`config.mk`:
```
export PLATFORM = sky130hd
export DESIGN_NAME = serial_parity_rx
export DESIGN_NICKNAME = d
export VERILOG_FILES = /design/src/rtl/serial_parity_rx.sv
export SDC_FILE = /design/constraint.sdc
export NUM_CORES = 1
export LEC_CHECK = 0
export BUFFER_PORTS_ARGS = -buffer_cell sky130_fd_sc_hd__buf_2
export CAP_MARGIN = 20
export CORE_MARGIN = 4
export CORE_UTILIZATION = 30
export DETAILED_ROUTE_END_ITERATION = 16
export MAX_ROUTING_LAYER = met4
export PLACE_DENSITY_LB_ADDON = 0.15
export SLEW_MARGIN = 10
export SYNTH_ARGS = -nofsm -noshare
export SYNTH_HDL_FRONTEND = slang
export SYNTH_SLANG_ARGS = --single-unit
```
`constraint.sdc`:
```
create_clock -name clk -period 1.8 [get_ports clk]
set_clock_uncertainty 0.2 [all_clocks]
set_input_delay 0.18 -clock clk [delete_from_list [all_inputs] [get_ports clk]]
set_output_delay 0.18 -clock clk [all_outputs]
set_load 0.05 [all_outputs]
```
`src/rtl/serial_parity_rx.sv`:
```
// Serial frame receiver: start bit, DATA_W data bits LSB first, parity bit, stop bit.
// Reports the data word with a parity check, or a framing error when the stop bit is low.
//
// state       | meaning
// ------------+--------------------------------------------------------------
// S_IDLE      | line idle, waiting for a start bit (rx=0 on a strobe)
// S_DATA      | shifting in DATA_W data bits, LSB first
// S_PARITY    | capturing the parity bit
// S_STOP      | sampling the stop bit, publishing the word or a framing error
// S_WAIT_IDLE | after a framing error, waiting for the line to return high
module serial_parity_rx #(
    parameter int DATA_W     = 8,
    parameter bit ODD_PARITY = 1'b1
) (
    input  logic              clk,
    input  logic              rst_n,
    input  logic              bit_en,
    input  logic              rx,
    output logic [DATA_W-1:0] data_out,
    output logic              data_valid,
    output logic              parity_err,
    output logic              frame_err,
    output logic              busy
);

    localparam int CNT_W = $clog2(DATA_W + 1);
    localparam logic [CNT_W-1:0] LAST_BIT = CNT_W'(DATA_W - 1);

    typedef enum logic [2:0] {
        S_IDLE,
        S_DATA,
        S_PARITY,
        S_STOP,
        S_WAIT_IDLE
    } state_t;

    state_t              state_q, state_d;
    logic [CNT_W-1:0]    cnt_q, cnt_d;
    logic [DATA_W-1:0]   shreg_q, shreg_d;
    logic                par_q, par_d;
    logic [DATA_W-1:0]   dout_q, dout_d;
    logic                valid_q, valid_d;
    logic                perr_q, perr_d;
    logic                ferr_q, ferr_d;
    logic                busy_q, busy_d;

    always_ff @(posedge clk or negedge rst_n) begin
        if (!rst_n) begin
            state_q <= S_IDLE;
            cnt_q   <= '0;
            shreg_q <= '0;
            par_q   <= 1'b0;
            dout_q  <= '0;
            valid_q <= 1'b0;
            perr_q  <= 1'b0;
            ferr_q  <= 1'b0;
            busy_q  <= 1'b0;
        end else begin
            state_q <= state_d;
            cnt_q   <= cnt_d;
            shreg_q <= shreg_d;
            par_q   <= par_d;
            dout_q  <= dout_d;
            valid_q <= valid_d;
            perr_q  <= perr_d;
            ferr_q  <= ferr_d;
            busy_q  <= busy_d;
        end
    end

    always_comb begin
        state_d = state_q;
        if (bit_en) begin
            case (state_q)
                S_IDLE:      if (!rx) state_d = S_DATA;
                S_DATA:      if (cnt_q == LAST_BIT) state_d = S_PARITY;
                S_PARITY:    state_d = S_STOP;
                S_STOP:      state_d = rx ? S_IDLE : S_WAIT_IDLE;
                S_WAIT_IDLE: if (rx) state_d = S_IDLE;
                default:     state_d = S_IDLE;
            endcase
        end
    end

    always_comb begin
        cnt_d   = cnt_q;
        shreg_d = shreg_q;
        par_d   = par_q;
        dout_d  = dout_q;
        valid_d = 1'b0;
        perr_d  = 1'b0;
        ferr_d  = 1'b0;
        busy_d  = (state_d != S_IDLE);
        if (bit_en) begin
            case (state_q)
                S_IDLE: begin
                    if (!rx) cnt_d = '0;
                end
                S_DATA: begin
                    // shift form works for DATA_W=1 where a [DATA_W-1:1] slice would not
                    shreg_d = (shreg_q >> 1) | (DATA_W'(rx) << (DATA_W - 1));
                    cnt_d   = cnt_q + CNT_W'(1);
                end
                S_PARITY: begin
                    par_d = rx;
                end
                S_STOP: begin
                    if (rx) begin
                        dout_d  = shreg_q;
                        valid_d = 1'b1;
                        perr_d  = (((^shreg_q) ^ par_q) != ODD_PARITY);
                    end else begin
                        ferr_d = 1'b1;
                    end
                end
                default: ;
            endcase
        end
    end

    assign data_out   = dout_q;
    assign data_valid = valid_q;
    assign parity_err = perr_q;
    assign frame_err  = ferr_q;
    assign busy       = busy_q;

endmodule

```
Word level (Yosys, flattened, before mapping)
Cells that the tools add are included.
{"block": "op_classes", "addsub": 1, "eq_ne": 6, "mux": 17, "bitwise_logic": 3, "reduce_logical": 8}
{"operator": "3-bit 2-to-1 mux", "n": 5}
{"operator": "3-bit one-hot mux with 5 select lines", "n": 1}
{"operator": "1-bit 2-to-1 mux", "n": 9}
{"operator": "7-bit by 8-bit bitwise OR with 8-bit output", "n": 1}
{"operator": "4-bit one-hot mux with 2 select lines", "n": 1}
{"operator": "8-bit parity", "n": 1}
{"operator": "3-bit by 2-bit equality test with 1-bit output, second input constant", "n": 2}
{"operator": "3-bit AND reduction", "n": 2}
{"operator": "4-bit by 1-bit adder with 4-bit output, second input constant", "n": 1}
{"operator": "4-bit by 3-bit equality test with 1-bit output, second input constant", "n": 1}
{"operator": "4-bit 2-to-1 mux", "n": 1}
{"operator": "2-bit AND reduction", "n": 2}
{"operator": "3-bit by 1-bit equality test with 1-bit output, second input constant", "n": 1}
{"operator": "3-bit equality test, second input constant", "n": 1}
{"operator": "3-bit logical NOT", "n": 1}
{"operator": "3-bit nonzero test", "n": 1}
{"operator": "2-bit != test, second input constant", "n": 1}
{"operator": "2-bit nonzero test", "n": 1}
{"operator": "1-bit inverter", "n": 1}
{"operator": "1-bit bitwise XOR", "n": 1}
{"block": "word_totals", "reg_bits": 28, "in_bits": 4, "out_inout_bits": 12, "elab_cells": 44}

Logic depth before layout (Yosys ltp)
{"block": "logic_depth", "depth_word": 6, "ltp_mapped": 5, "ltp_nobuf": 4}

Least setup slack after synthesis
No wires, ideal clock.
{"block": "synth_timing", "path_type": "reg-to-reg", "startpoint": "reg state_q[2]", "endpoint": "reg dout_q[0] (netlist: data_out[0])", "setup_time_ps": 125, "arrival_ps": 1342, "required_time_ps": 1475, "path_slack_ps": 132, "stages_incl_launch_ff": 5, "path_buffers": 1, "period_less_slack_ps": 1668, "path_cell_list": "dfrtp_1 nand3b_4 or3_1 buf_6 mux2_4"}
{"block": "synth_between", "elab_chain_len": 2}
{"element": "start, declared", "line_no": "37", "rtl": "state_t state_q, state_d;"}
{"element": "start signal, assigned", "line_no": "59", "rtl": "state_q <= state_d;"}
{"element": "3-bit by 2-bit equality test with 1-bit output", "line_no": "95", "rtl": "case (state_q)"}
{"element": "3-bit AND reduction (no line)"}
{"element": "end signal, assigned", "line_no": "63", "rtl": "dout_q <= dout_d;"}
{"element": "end, declared", "line_no": "41", "rtl": "logic [DATA_W-1:0] dout_q, dout_d;"}
Every way passes these cells.
A chain may end at the register's enable or synchronous reset.

Final worst setup path
{"block": "layout_timing", "startpoint": "reg state_q[2]", "endpoint": "reg dout_q[5] (netlist: data_out[5])"}
Same word-level chain as after synthesis.

==> run metrics <==
combinational share of power 0.445; Synth top area share 0.5303; worst hold stages 3; reg2reg start state_q[2]; end of the critical path data_out[5]; Startpoint Class register; status finished, final reports clean; H-tree level count 1; synthesized area around 1300 um^2; max-capacitance violation count 0; GRT overflow 0; DR WL/cell ~14 um; Syn Inst Count just under 100; Starting Density 0.3211; hpwl dp between 1500 and 2000 um; switching share of power 0.3548; Internal between 0.0015 and 0.002 W; Reg2Reg Capture Point data_out[5]; DRC 0; Cell variety after synth 37; post-route ant nets 0; Reg2Reg Depth 4; Total Power approximately 0.0028 W; final hold vios 0; Global Route met3 Usage 0.02973; die width around 74 um; PortBufs 15; sequential power share 0.383; Final nets between 100 and 150; maximum VDD drop about 0.68 mV; WP data arrival roughly 1.7 ns; Seq/Total Area, Yosys 0.5303; Syn Nets between 100 and 150; Critical path origin state_q[2]; Syn. warnings 0; count leader, synth dfrtp_1; Post-synth EDFFs 0; GR Layer Usage met1 0.1217; Core ar. between 4000 and 5000 um^2; Final Cycle Share 0.9506; vias in the first global route roughly 800; Power Density ~1800 nW/um^2; DR vias 795; CP Capture Type register; clock slew at reported path FFs about 0.09 ns; CTS Root Cell clkbuf_8; first-pass GRT wire length 4022 um; Synth Register Bits 28; RePlAce Congestion about 0.72; layout cell share with drive strength beyond 1 0.3846; Synth area leader dfrtp_1; pin count of the biggest net entering global routing 29; average vias per placed instance between 4 and 5; min Tclk post-route about 1.7 ns; largest cells by area after synthesis dfrtp_1 (53%), mux2_4 (9.1%), mux2_2 (7.7%), xor3_1 (1.8%), xnor3_1 (1.7%); die area 5530 um^2; Clock Sink Count 28; met2 Use GR 0.1532; WP data required 1.76 ns; Min-Delay Path Class input pin to register; leak pwr 0.7658 nW; Synth async-reset ratio 1.000; initial antenna violation count 0; worst reg-to-reg setup slack 0.09 ns; iteration-0 DRC count of the detailed router 22; Rows 23; Crit Path Class register to register; Max Buffers Root-to-Sink 2; number of detailed-route iterations in the first pass 4; Die H 74.37 um; number of diodes 0; RSZ-0062 raised after global routing false; Clk Latency, worst-skew pair 0.26 ns; ys flop type dfrtp_1; final setup vio count 0; P_sw roughly 0.00099 W; CP Max Fanout 9; Boundary Pins 16; Routed WL around 2300 um; CTS buffer count 3; Syn Area/Cell ~14 um^2; All-Layer GR Usage 0.09590; GRT busiest layer met2; top post-synthesis cells by count dfrtp_1 (28), mux2_2 (9), mux2_4 (8); synth-to-layout area growth 16.95%; Slew Viols, Final 0; Slew headroom 0.5922; share of total power in the clock network 0.173; Fmax between 500 and 600 MHz; setup TNS 0 ns; Fin Hold WS ~0.016 ns; slew of the pin with the lowest slew margin around 0.61 ns; CTS tree done
-- critical path, stage by stage, from the launching register on --
cell and delay [ns]:
dfrtp_1 0.42, nand3b_4 0.18, or3_1 0.31, buf_4 0.19, mux2_4 0.31
-- power groups by stage --
stage               sequential, W  clock (W)  combinational [W]
global placement          0.00109          0            0.00124
finish                    0.00107   0.000482            0.00124
global route              0.00111   0.000529            0.00133
detailed placement        0.00109          0            0.00125
CTS                       0.00107   0.000504            0.00126
floorplan                 0.00130          0           0.000772
-- kinds of logic after synthesis --
kind of cell,share of synthesized area
fa+ha+maj,0.009468
compound gates,0.08333
mux,0.1828
buf+inv,0.03882
flops,0.5303
xor+xnor,0.05492
simple gates,0.1004
-- metrics by stage --
stage | setup WS (ns) | utilization | cells | instance area (um^2)
floorplan | 0.1324 | - | 97 | 1321
global placement | 0.1220 | 0.3557 | 162 | 1464
detailed placement | 0.1016 | 0.3557 | 162 | 1464
CTS | 0.08136 | 0.3755 | 167 | 1545
global route | 0.01229 | 0.3755 | 167 | 1545
finish | 0.08896 | 0.3755 | 167 | 1545
-- worst min path at each step --
stage,slack [ns],endpoint,from
6_report,0.02,par_q,rx
5_1_grt,0.02,par_q,rx
4_1_cts,0.008,par_q,rx
3_5_place_dp,0.04,data_out[4],rst_n
3_3_place_gp,0.03,data_valid,rst_n
2_1_floorplan,-0.32,busy,rst_n
-- flip-flops by register name (all words and copies together), names as in the netlist --
name	flops
busy	1
cnt_q	4
data_out	8
data_valid	1
frame_err	1
par_q	1
parity_err	1
shreg_q	8
state_q	3
-- cell type report --
class | count | area (um^2)
clock buffers | 3 | 41.29
clock inverters | 1 | 30.03
fillers | 406 | 2570
inverters | 5 | 18.77
multi-input cells | 59 | 569.3
flip-flops and latches | 28 | 700.7
well taps | 50 | 62.56
repair buffers | 21 | 122.6
-- placed cells by master (no fill, tap or decap), types with 2 or more instances in the layout --
cell type | synthesis | layout
mux2_2 | 9 | 9
buf_2 | 2 | 15
o21ai_0 | 3 | 3
mux2_4 | 8 | 8
o22ai_1 | 2 | 2
nor2_1 | 2 | 2
a22o_1 | 2 | 2
inv_1 | 4 | 4
nand2_1 | 3 | 3
xnor2_1 | 2 | 2
clkbuf_8 | 0 | 3
o31ai_1 | 2 | 2
or3_1 | 2 | 2
mux2i_1 | 2 | 2
dfrtp_1 | 28 | 28
nor2b_1 | 2 | 2
buf_4 | 1 | 5
nand2b_1 | 2 | 2
nand3b_1 | 2 | 2
-- what timing repair did --
item	4_1_cts	5_1_grt
gates resized for setup	0	0
endpoints found under the hold margin	28	0
buffers inserted	0	0
hold buffers	1	0
-- routing by layer --
metal  part of all wire  up-vias
met3              0.043        2
met2               0.49       12
li1                   -      388
met1               0.46      393
met5                  0        -
met4             0.0057        0
Power figures use the tool's default switching activity.
